$ cat src/rtl/pomodoro_pkg.sv
`default_nettype none
// ============================================================================
// pomodoro_pkg : shared button FSM states, default timings, button indices
// Rev 1.0
// ============================================================================
package pomodoro_pkg;

  typedef enum logic [1:0] {
    ST_IDLE   = 2'd0,
    ST_DELAY  = 2'd1,
    ST_REPEAT = 2'd2,
    ST_HELD   = 2'd3
  } btn_state_e;

  localparam int c_DEFAULT_N_BUTTONS           = 4;
  localparam int c_DEFAULT_DEBOUNCE_CYCLES     = 500000;
  localparam int c_DEFAULT_REPEAT_DELAY_CYCLES = 25000000;
  localparam int c_DEFAULT_REPEAT_RATE_CYCLES  = 10000000;

  localparam int c_BTN_UNIT_INC = 0;
  localparam int c_BTN_UNIT_DEC = 1;
  localparam int c_BTN_TENS_INC = 2;
  localparam int c_BTN_TENS_DEC = 3;

  function automatic int max_int(input int a, input int b);
    return (a > b) ? a : b;
  endfunction

endpackage
`default_nettype wire

$ cat src/rtl/button_channel.sv
`default_nettype none
// ============================================================================
// button_channel : 2-flop sync + debouncer + press/repeat FSM for one input.
// BUTTON_AUTOREPEAT_EN adds DELAY/REPEAT states; otherwise IDLE/HELD only.
// Rev 1.0
// ============================================================================
module button_channel
  import pomodoro_pkg::*;
#(
  parameter int DEBOUNCE_CYCLES     = c_DEFAULT_DEBOUNCE_CYCLES,
  parameter int REPEAT_DELAY_CYCLES = c_DEFAULT_REPEAT_DELAY_CYCLES,
  parameter int REPEAT_RATE_CYCLES  = c_DEFAULT_REPEAT_RATE_CYCLES
) (
  input  logic clk,
  input  logic rst,
  input  logic raw_i,
  output logic level_o,
  output logic pulse_o,
  output logic toggle_o
);

  localparam int c_DB_W = $clog2(DEBOUNCE_CYCLES + 1);
  localparam logic [c_DB_W-1:0] c_DB_LAST = c_DB_W'(DEBOUNCE_CYCLES - 1);

  logic              sync1_q, sync2_q;
  logic              level_q, level_d;
  logic [c_DB_W-1:0] db_cnt_q, db_cnt_d;
  logic              pulse_q, pulse_d;
  logic              toggle_q;
  logic              w_rise;
  btn_state_e        state_q, state_d;

  always_comb begin
    level_d  = level_q;
    db_cnt_d = '0;
    if (sync2_q != level_q) begin
      if (db_cnt_q >= c_DB_LAST) begin
        level_d = sync2_q;
      end else begin
        db_cnt_d = db_cnt_q + c_DB_W'(1);
      end
    end
  end

  // Press is detected on the same edge the debounced level flips, so the
  // pulse and the held level appear together.
  assign w_rise = level_d & ~level_q;

`ifdef BUTTON_AUTOREPEAT_EN
  localparam int c_RPT_W = $clog2(max_int(REPEAT_DELAY_CYCLES, REPEAT_RATE_CYCLES) + 1);
  localparam logic [c_RPT_W-1:0] c_DELAY_LAST = c_RPT_W'(REPEAT_DELAY_CYCLES - 1);
  localparam logic [c_RPT_W-1:0] c_RATE_LAST  = c_RPT_W'(REPEAT_RATE_CYCLES - 1);

  logic [c_RPT_W-1:0] rpt_cnt_q, rpt_cnt_d;

  always_comb begin
    state_d   = state_q;
    rpt_cnt_d = rpt_cnt_q;
    pulse_d   = 1'b0;
    case (state_q)
      ST_IDLE: begin
        if (w_rise) begin
          pulse_d   = 1'b1;
          state_d   = ST_DELAY;
          rpt_cnt_d = '0;
        end
      end
      ST_DELAY: begin
        // A release on the due cycle suppresses that repeat.
        if (!level_d) begin
          state_d = ST_IDLE;
        end else if (rpt_cnt_q >= c_DELAY_LAST) begin
          pulse_d   = 1'b1;
          state_d   = ST_REPEAT;
          rpt_cnt_d = '0;
        end else if (rpt_cnt_q != '1) begin
          rpt_cnt_d = rpt_cnt_q + c_RPT_W'(1);
        end
      end
      ST_REPEAT: begin
        if (!level_d) begin
          state_d = ST_IDLE;
        end else if (rpt_cnt_q >= c_RATE_LAST) begin
          pulse_d   = 1'b1;
          rpt_cnt_d = '0;
        end else if (rpt_cnt_q != '1) begin
          rpt_cnt_d = rpt_cnt_q + c_RPT_W'(1);
        end
      end
      default: state_d = ST_IDLE;
    endcase
  end

  always_ff @(posedge clk) begin
    if (rst) begin
      rpt_cnt_q <= '0;
    end else begin
      rpt_cnt_q <= rpt_cnt_d;
    end
  end
`else
  localparam int c_unused_repeat_cfg = REPEAT_DELAY_CYCLES + REPEAT_RATE_CYCLES;

  always_comb begin
    state_d = state_q;
    pulse_d = 1'b0;
    case (state_q)
      ST_IDLE: begin
        if (w_rise) begin
          pulse_d = 1'b1;
          state_d = ST_HELD;
        end
      end
      ST_HELD: begin
        if (!level_d) begin
          state_d = ST_IDLE;
        end
      end
      default: state_d = ST_IDLE;
    endcase
  end
`endif

  always_ff @(posedge clk) begin
    if (rst) begin
      sync1_q  <= 1'b0;
      sync2_q  <= 1'b0;
      level_q  <= 1'b0;
      db_cnt_q <= '0;
      pulse_q  <= 1'b0;
      toggle_q <= 1'b0;
      state_q  <= ST_IDLE;
    end else begin
      sync1_q  <= raw_i;
      sync2_q  <= sync1_q;
      level_q  <= level_d;
      db_cnt_q <= db_cnt_d;
      pulse_q  <= pulse_d;
      toggle_q <= level_d ^ level_q;
      state_q  <= state_d;
    end
  end

  assign level_o  = level_q;
  assign pulse_o  = pulse_q;
  assign toggle_o = toggle_q;

endmodule
`default_nettype wire

$ cat src/rtl/button_conditioner.sv
`default_nettype none
// ============================================================================
// button_conditioner : debounced command pulses for N buttons + play/pause
// switch level/toggle. Auto-repeat enabled by BUTTON_AUTOREPEAT_EN.
// Rev 1.0
// ============================================================================
module button_conditioner
  import pomodoro_pkg::*;
#(
  parameter int N_BUTTONS           = c_DEFAULT_N_BUTTONS,
  parameter int DEBOUNCE_CYCLES     = c_DEFAULT_DEBOUNCE_CYCLES,
  parameter int REPEAT_DELAY_CYCLES = c_DEFAULT_REPEAT_DELAY_CYCLES,
  parameter int REPEAT_RATE_CYCLES  = c_DEFAULT_REPEAT_RATE_CYCLES
) (
  input  logic                 clk,
  input  logic                 rst,
  input  logic [N_BUTTONS-1:0] btn_raw,
  input  logic                 sw_raw,
  output logic [N_BUTTONS-1:0] btn_pulse,
  output logic [N_BUTTONS-1:0] btn_held,
  output logic                 sw_level,
  output logic                 sw_toggle
);

  // Channel N_BUTTONS is the switch; the rest are buttons in index order.
  logic [N_BUTTONS:0] w_raw;
  logic [N_BUTTONS:0] w_level;
  logic [N_BUTTONS:0] w_pulse;
  logic [N_BUTTONS:0] w_toggle;
  logic               w_unused_bits;

  assign w_raw = {sw_raw, btn_raw};

  for (genvar g = 0; g <= N_BUTTONS; g++) begin : g_channel
    button_channel #(
      .DEBOUNCE_CYCLES    (DEBOUNCE_CYCLES),
      .REPEAT_DELAY_CYCLES(REPEAT_DELAY_CYCLES),
      .REPEAT_RATE_CYCLES (REPEAT_RATE_CYCLES)
    ) u_channel (
      .clk     (clk),
      .rst     (rst),
      .raw_i   (w_raw[g]),
      .level_o (w_level[g]),
      .pulse_o (w_pulse[g]),
      .toggle_o(w_toggle[g])
    );
  end

  assign btn_pulse     = w_pulse[N_BUTTONS-1:0];
  assign btn_held      = w_level[N_BUTTONS-1:0];
  assign sw_level      = w_level[N_BUTTONS];
  assign sw_toggle     = w_toggle[N_BUTTONS];
  assign w_unused_bits = ^{w_pulse[N_BUTTONS], w_toggle[N_BUTTONS-1:0]};

endmodule
`default_nettype wire

$ cat config.mk
export PLATFORM = sky130hd
export DESIGN_NAME = button_conditioner
export DESIGN_NICKNAME = d
export VERILOG_FILES = /design/src/rtl/pomodoro_pkg.sv /design/src/rtl/button_channel.sv /design/src/rtl/button_conditioner.sv
export SDC_FILE = /design/constraint.sdc
export NUM_CORES = 1
export LEC_CHECK = 0
export CAP_MARGIN = 20
export CORE_ASPECT_RATIO = 1.25
export CORE_MARGIN = 2
export CORE_UTILIZATION = 38
export CTS_CLUSTER_DIAMETER = 120
export DETAILED_ROUTE_END_ITERATION = 8
export GPL_TIMING_DRIVEN = 0
export HOLD_SLACK_MARGIN = 0.03
export PLACE_DENSITY_LB_ADDON = 0.3
export RECOVER_POWER = 25
export REMOVE_ABC_BUFFERS = 1
export SLEW_MARGIN = 20
export SYNTH_ARGS = -nofsm -noshare
export SYNTH_HDL_FRONTEND = slang
export SYNTH_SLANG_ARGS = --single-unit
$ cat constraint.sdc
create_clock -name clk -period 2.4 [get_ports clk]
set_input_delay 0.24 -clock clk [delete_from_list [all_inputs] [get_ports clk]]
set_output_delay 0.24 -clock clk [all_outputs]
set_load 0.05 [all_outputs]
==> impl_metrics.py, run 1 <==
metrics = {
    "outcome": {
        "run_status": "completed",
    },
    "final_layout": {
        "drive_gt1_frac": 0.0748,
        "syn_to_final_growth_pct": 15.6,
        "final_common_cell": "dfxtp_1",
        "n_antenna_cell": 0,
        "nets": 615,
        "final_core_utilization": 0.452,
        "mostFrequentLayoutCells": "dfxtp_1, nor2_1, xor2_1",
    },
    "sta": {
        "finalSetupViolations": 0,
        "fin_setup_tns_ps": 0,
        "drv_slew": 0,
        "timing.final.ws_setup_ps": 192,
        "slew_headroom": 0.153,
        "worst_pin_slew_ps": 1270,
        "hold_viol_final": 0,
        "rsz0062_at_grt": "no",
        "fmax_mhz": 453,
        "finalClockSkew_ps": 5.23,
        "period_minus_slack_ps": 2210,
        "min_period_over_period": 0.920,
    },
    "global_routing": {
        "grt_max_degree": 31,
        "grt.total_usage": 0.143,
        "antenna_found_initial": 0,
        "grt_pass1_wl_um": 17000,
        "globalRouteOverflowTotal": 0,
        "grt_pass1_vias": 3824,
    },
    "worst_setup_path": {
        "crit_chain": "or4_4 > a211o_2 > a221oi_1 > nand2_4 > nor2_1",
        "end_kind": "register",
        "critical_path_arrival_ps": 2540,
        "critPathSlowestCell": "or4_4",
        "crit_path_max_incr_delay_ps": 550,
        "crit_required_ps": 2730,
        "start_kind": "register",
        "criticalPathCategory": "register to register",
        "path_max_fanout": 18,
    },
    "power": {
        "p_per_area_nw_per_um2": 723,
        "peakVddDrop_mv": 0.451,
        "p_leak_nw": 2.03,
    },
    "yosys": {
        "yosysSeqAreaShare": 0.459,
        "yosys_warnings": 0,
        "avgSynthCellArea_um2": 8.89,
        "ys.flop_type": "dfxtp_1",
        "ys_ff_latch": 119,
        "synth-edff-count": 0,
        "synth_cells": 584,
        "synth_cell_types": 54,
        "async_flop_share": 0,
        "netlist_area_um2": 5190,
    },
    "clocking": {
        "cts_tree": "built",
        "clockRootBuffer": "clkbuf_16",
        "post_cts_resized": 1,
        "cts-htree-levels": 4,
        "clk_pin_slew_ps": 50,
        "clock_sinks": 119,
        "postCtsHoldBufs": 0,
        "clk_latency_ps": 400,
        "cts_buffer_depth": 2,
        "numCtsBuffers": 17,
        "postCtsSetupBuffers": 0,
    },
    "placement": {
        "dp_hpwl_um": 6680,
        "post-place-ws_ps": -165,
        "gp_congestion": 0.796,
        "port_buffers": 16,
    },
    "floorplan": {
        "start_util": 0.391,
        "rows": 47,
        "io_pins": 17,
        "core_um2": 13300,
        "die_h_um": 135,
        "die_x_um": 109,
        "die_area_um2": 14600,
    },
    "hold_path": {
        "hp-class": "primary input to register",
    },
    "route": {
        "drc": 0,
        "drtPass1Iterations": 4,
        "postRouteAntennaNets": 0,
        "post_drt_wl_per_cell_um": 12.3,
        "first_iter_violations": 191,
        "avgViaCountPerCell": 5.08,
        "wl_um": 9700,
        "routed-via-count": 3995,
    },
    "run": {
        "drv_cap": 0,
    },
}
[power breakdown]
group          internal [mW]  switching (mW)  leakage, nW
clock network           1.45           0.846        0.268
registers               1.99         0.00716        0.961
logic                 0.0186          0.0268        0.801
total                   3.46           0.880         2.03
[cells in the mapped netlist (2+ instances only)]
cell      instances  area, µm²
nor3_1           15       75.1
and3_1           18        113
a21oi_1          12       60.1
nand4b_1          3       26.3
nor2_1          114        428
a31oi_1           3       18.8
nor2b_1          13       81.3
a31o_2            2       17.5
nand3_1          33        165
nand2b_1          5       31.3
o211ai_1          3       22.5
nand2_1          40        150
and4_1            9       78.8
xor2_1           44        385
nor4_1           10       62.6
nand4_1          25        156
or4_4             2       22.5
inv_1            12       45.0
or2_2             2       12.5
a221oi_2          2       30.0
buf_4             9       67.6
and2_1            5       31.3
xnor2_1          40        350
o21ai_0           6       30.0
clkbuf_1          5       18.8
dfxtp_1         119       2380
or4b_2            2       20.0
ha_1              5       62.6
[cell type report]
class                   count  area [µm²]
clock buffers              21         460
clock inverters            10        80.1
fillers                  1311        7290
inverters                  12        45.0
multi-input cells         437        2670
flip-flops and latches    119        2380
well taps                 171         214
repair buffers             16         154
[worst paths after layout]
kind	depth (start not counted)	to	slack (ps)	start
min	2	g_channel[3].u_channel.sync1_q$_SDFF_PP0_	390	btn_raw[3]
max	5	g_channel[2].u_channel.db_cnt_q[2]$_SDFF_PP0_	190	g_channel[2].u_channel.db_cnt_q[10]$_SDFF_PP0_
min reg2reg	1	g_channel[3].u_channel.pulse_o$_SDFF_PP0_	430	g_channel[3].u_channel.state_q[0]$_SDFFE_PP0P_
max reg2reg	5	g_channel[2].u_channel.db_cnt_q[2]$_SDFF_PP0_	190	g_channel[2].u_channel.db_cnt_q[10]$_SDFF_PP0_
[stage by stage]
step / power, mW / cells / area, µm² / hold WS (ps)
after floorplan: 2.06 / 568 / 5090 / 309
after global placement: 2.08 / 755 / 5460 / 416
after detailed placement: 2.08 / 755 / 5460 / 424
after CTS: 4.39 / 786 / 6010 / 381
after global routing: 4.49 / 786 / 6000 / 392
final: 4.34 / 786 / 6000 / 391
[worst max-delay path: cells and delay by family (launching register included)]
family          cells  cell delay, ps
compound gates      2             820
flops               1             350
simple gates        3             960
[routing by layer]
layer  GRT usage  up-vias  wire length, µm  share of wire
li1            -     2046                -              -
met1       0.177     1901             4640           0.48
met2       0.228       39             4680           0.48
met3      0.0425        9              273          0.028
met4      0.0655        0              105          0.011
met5           0        -                0              0
[cells by family (layout without fill, tap and decap cells)]
kind of cell	count (synthesis)	in the layout	synth area share
and+or+nand+nor	304	304	0.293
DFF	119	119	0.459
xor gates and xnor gates	84	84	0.142
AOI/OAI and AO/OA	43	43	0.0641
buffers and inverters	28	59	0.0284
adders and majority gates	5	5	0.0121
muxes	1	1	0.00193
[state kept, by name, summed over array words and instances, names as in the netlist]
name	cells
g_channel.u_channel.db_cnt_q	95
g_channel.u_channel.level_o	5
g_channel.u_channel.pulse_o	4
g_channel.u_channel.state_q	4
g_channel.u_channel.sync1_q	5
g_channel.u_channel.sync2_q	5
g_channel.u_channel.toggle_o	1
Note: power is estimated with default switching activity, not from simulation.
==> run 2: changes to the inputs <==
--- a/config.mk
+++ b/config.mk
@@ -11,12 +11,12 @@
 export CORE_UTILIZATION = 38
 export CTS_CLUSTER_DIAMETER = 120
 export DETAILED_ROUTE_END_ITERATION = 8
+export GPL_ROUTABILITY_DRIVEN = 0
 export GPL_TIMING_DRIVEN = 0
 export HOLD_SLACK_MARGIN = 0.03
 export PLACE_DENSITY_LB_ADDON = 0.3
 export RECOVER_POWER = 25
 export REMOVE_ABC_BUFFERS = 1
-export SLEW_MARGIN = 20
 export SYNTH_ARGS = -nofsm -noshare
 export SYNTH_HDL_FRONTEND = slang
 export SYNTH_SLANG_ARGS = --single-unit
==> impl_metrics.py, run 2 (synthesis gave the netlist of run 1 again) <==
metrics = {
    "final_layout": {
        "syn_to_final_growth_pct": 16.3,
        "drive_gt1_frac": 0.0763,
        "n_antenna_cell": 0,
        "mostFrequentLayoutCells": "dfxtp_1, nor2_1, xor2_1",
        "final_common_cell": "dfxtp_1",
        "nFillCells": 1308,
        "stdcell_area_um2": 6030,
        "largest_reg_flops": 95,
        "finalNonFillerCells": 787,
        "nets": 616,
        "top_register": "g_channel.u_channel.db_cnt_q",
    },
    "global_routing": {
        "use_met2": 0.228,
        "grt.total_usage": 0.143,
        "top_usage_layer": "met2",
        "antenna_found_initial": 0,
        "grt_pass1_wl_um": 17000,
        "grt_util_met3": 0.0425,
        "grt_max_degree": 31,
        "use_met1": 0.177,
        "globalRouteOverflowTotal": 0,
        "grt_pass1_vias": 3824,
    },
    "route": {
        "drtPass1Iterations": 4,
        "routed-via-count": 4000,
        "drc": 0,
        "avgViaCountPerCell": 5.08,
        "wl_um": 9760,
        "first_iter_violations": 149,
        "post_drt_wl_per_cell_um": 12.4,
        "postRouteAntennaNets": 0,
    },
    "sta": {
        "rsz0062_at_grt": "no",
        "worst_pin_slew_ps": 691,
        "period_minus_slack_ps": 2190,
        "fmax_mhz": 456,
        "finalSetupViolations": 0,
        "fin_hold_ws_ps": 390,
        "min_period_over_period": 0.914,
        "drv_slew": 0,
        "finalClockSkew_ps": 5.15,
        "slew_headroom": 0.536,
        "hold_viol_final": 0,
    },
    "clocking": {
        "clk_latency_ps": 410,
        "clock_sinks": 119,
        "postCtsHoldBufs": 0,
        "clockRootBuffer": "clkbuf_16",
        "clk_pin_slew_ps": 50,
        "cts_tree": "built",
        "cts_buffer_depth": 2,
        "numCtsBuffers": 17,
        "postCtsSetupBuffers": 0,
        "cts-htree-levels": 4,
    },
    "worst_setup_path": {
        "critical_path_arrival_ps": 2480,
        "end_kind": "register",
        "crit_required_ps": 2680,
        "criticalPathCategory": "register to register",
        "path_max_fanout": 4,
        "start_kind": "register",
        "rrSetupSlack_ps": 210,
    },
    "run": {
        "drv_cap": 0,
    },
    "hold_path": {
        "hp-class": "primary input to register",
    },
    "placement": {
        "dp_hpwl_um": 6680,
        "placedCellCount": 755,
        "port_buffers": 16,
        "post_dp_cell_area_um2": 5460,
    },
    "floorplan": {
        "start_util": 0.391,
        "core_um2": 13300,
        "die_h_um": 135,
        "die_x_um": 109,
        "rows": 47,
        "io_pins": 17,
        "die_area_um2": 14600,
    },
    "power": {
        "p_leak_nw": 2.04,
        "p_per_area_nw_per_um2": 721,
        "power_mw": 4.35,
        "peakVddDrop_mv": 0.450,
    },
    "outcome": {
        "run_status": "completed",
    },
}
-- run 2: layer usage --
layer | up-vias | part of all wire
li1 | 2047 | -
met1 | 1906 | 0.47
met2 | 39 | 0.49
met3 | 8 | 0.027
met4 | 0 | 0.010
met5 | - | 0
-- run 2: critical path, cell delays in order, from the launching register on --
cell,delay [ps]
dfxtp_1,380
ha_1,240
nand4_1,220
nor4b_1,400
o311ai_1,210
and2_0,230
a2111oi_0,390
-- run 2: layout make-up --
type,instances,area [µm²],share of cell area
Timing Repair Buffer,17,188,0.0311
Tap cell,171,214,0.0355
Multi-Input combinational cell,437,2670,0.442
Inverter,12,45.0,0.00746
Sequential cell,119,2380,0.395
Clock buffer,21,460,0.0763
Clock inverter,10,80.1,0.0133
-- run 2: final timing paths --
| kind | start | endpoint | cells past startpoint |
|---|---|---|---|
| setup / recovery | g_channel[1].u_channel.db_cnt_q[0]$_SDFF_PP0_ | g_channel[1].u_channel.state_q[0]$_SDFFE_PP0P_ | 6 |
| hold / removal | btn_raw[3] | g_channel[3].u_channel.sync1_q$_SDFF_PP0_ | 2 |
| setup reg to reg | g_channel[1].u_channel.db_cnt_q[0]$_SDFF_PP0_ | g_channel[1].u_channel.state_q[0]$_SDFFE_PP0P_ | 6 |
| hold reg to reg | g_channel[3].u_channel.state_q[0]$_SDFFE_PP0P_ | g_channel[3].u_channel.pulse_o$_SDFF_PP0_ | 1 |
-- run 2: report_power, final --
group / switching (mW) / total (mW) / internal (mW)
Combinational: 0.0281 / 0.0521 / 0.0240
Sequential: 0.00716 / 2.00 / 1.99
Clock: 0.849 / 2.30 / 1.45
-- run 2: stage by stage --
stage	util	TNS [ps]	setup WS, ps
after floorplan	-	0	362
after global placement	0.411	-2070	-76.2
after detailed placement	0.411	-3450	-165
after CTS	0.452	0	52.6
after global routing	0.454	0	58.2
final	0.454	0	205
-- run 2: repair_timing --
item                                   4_1_cts  5_1_grt
pin swaps                                    0        0
resized for setup                            1        2
setup endpoints to repair                   18       36
endpoints found under the hold margin        0        0
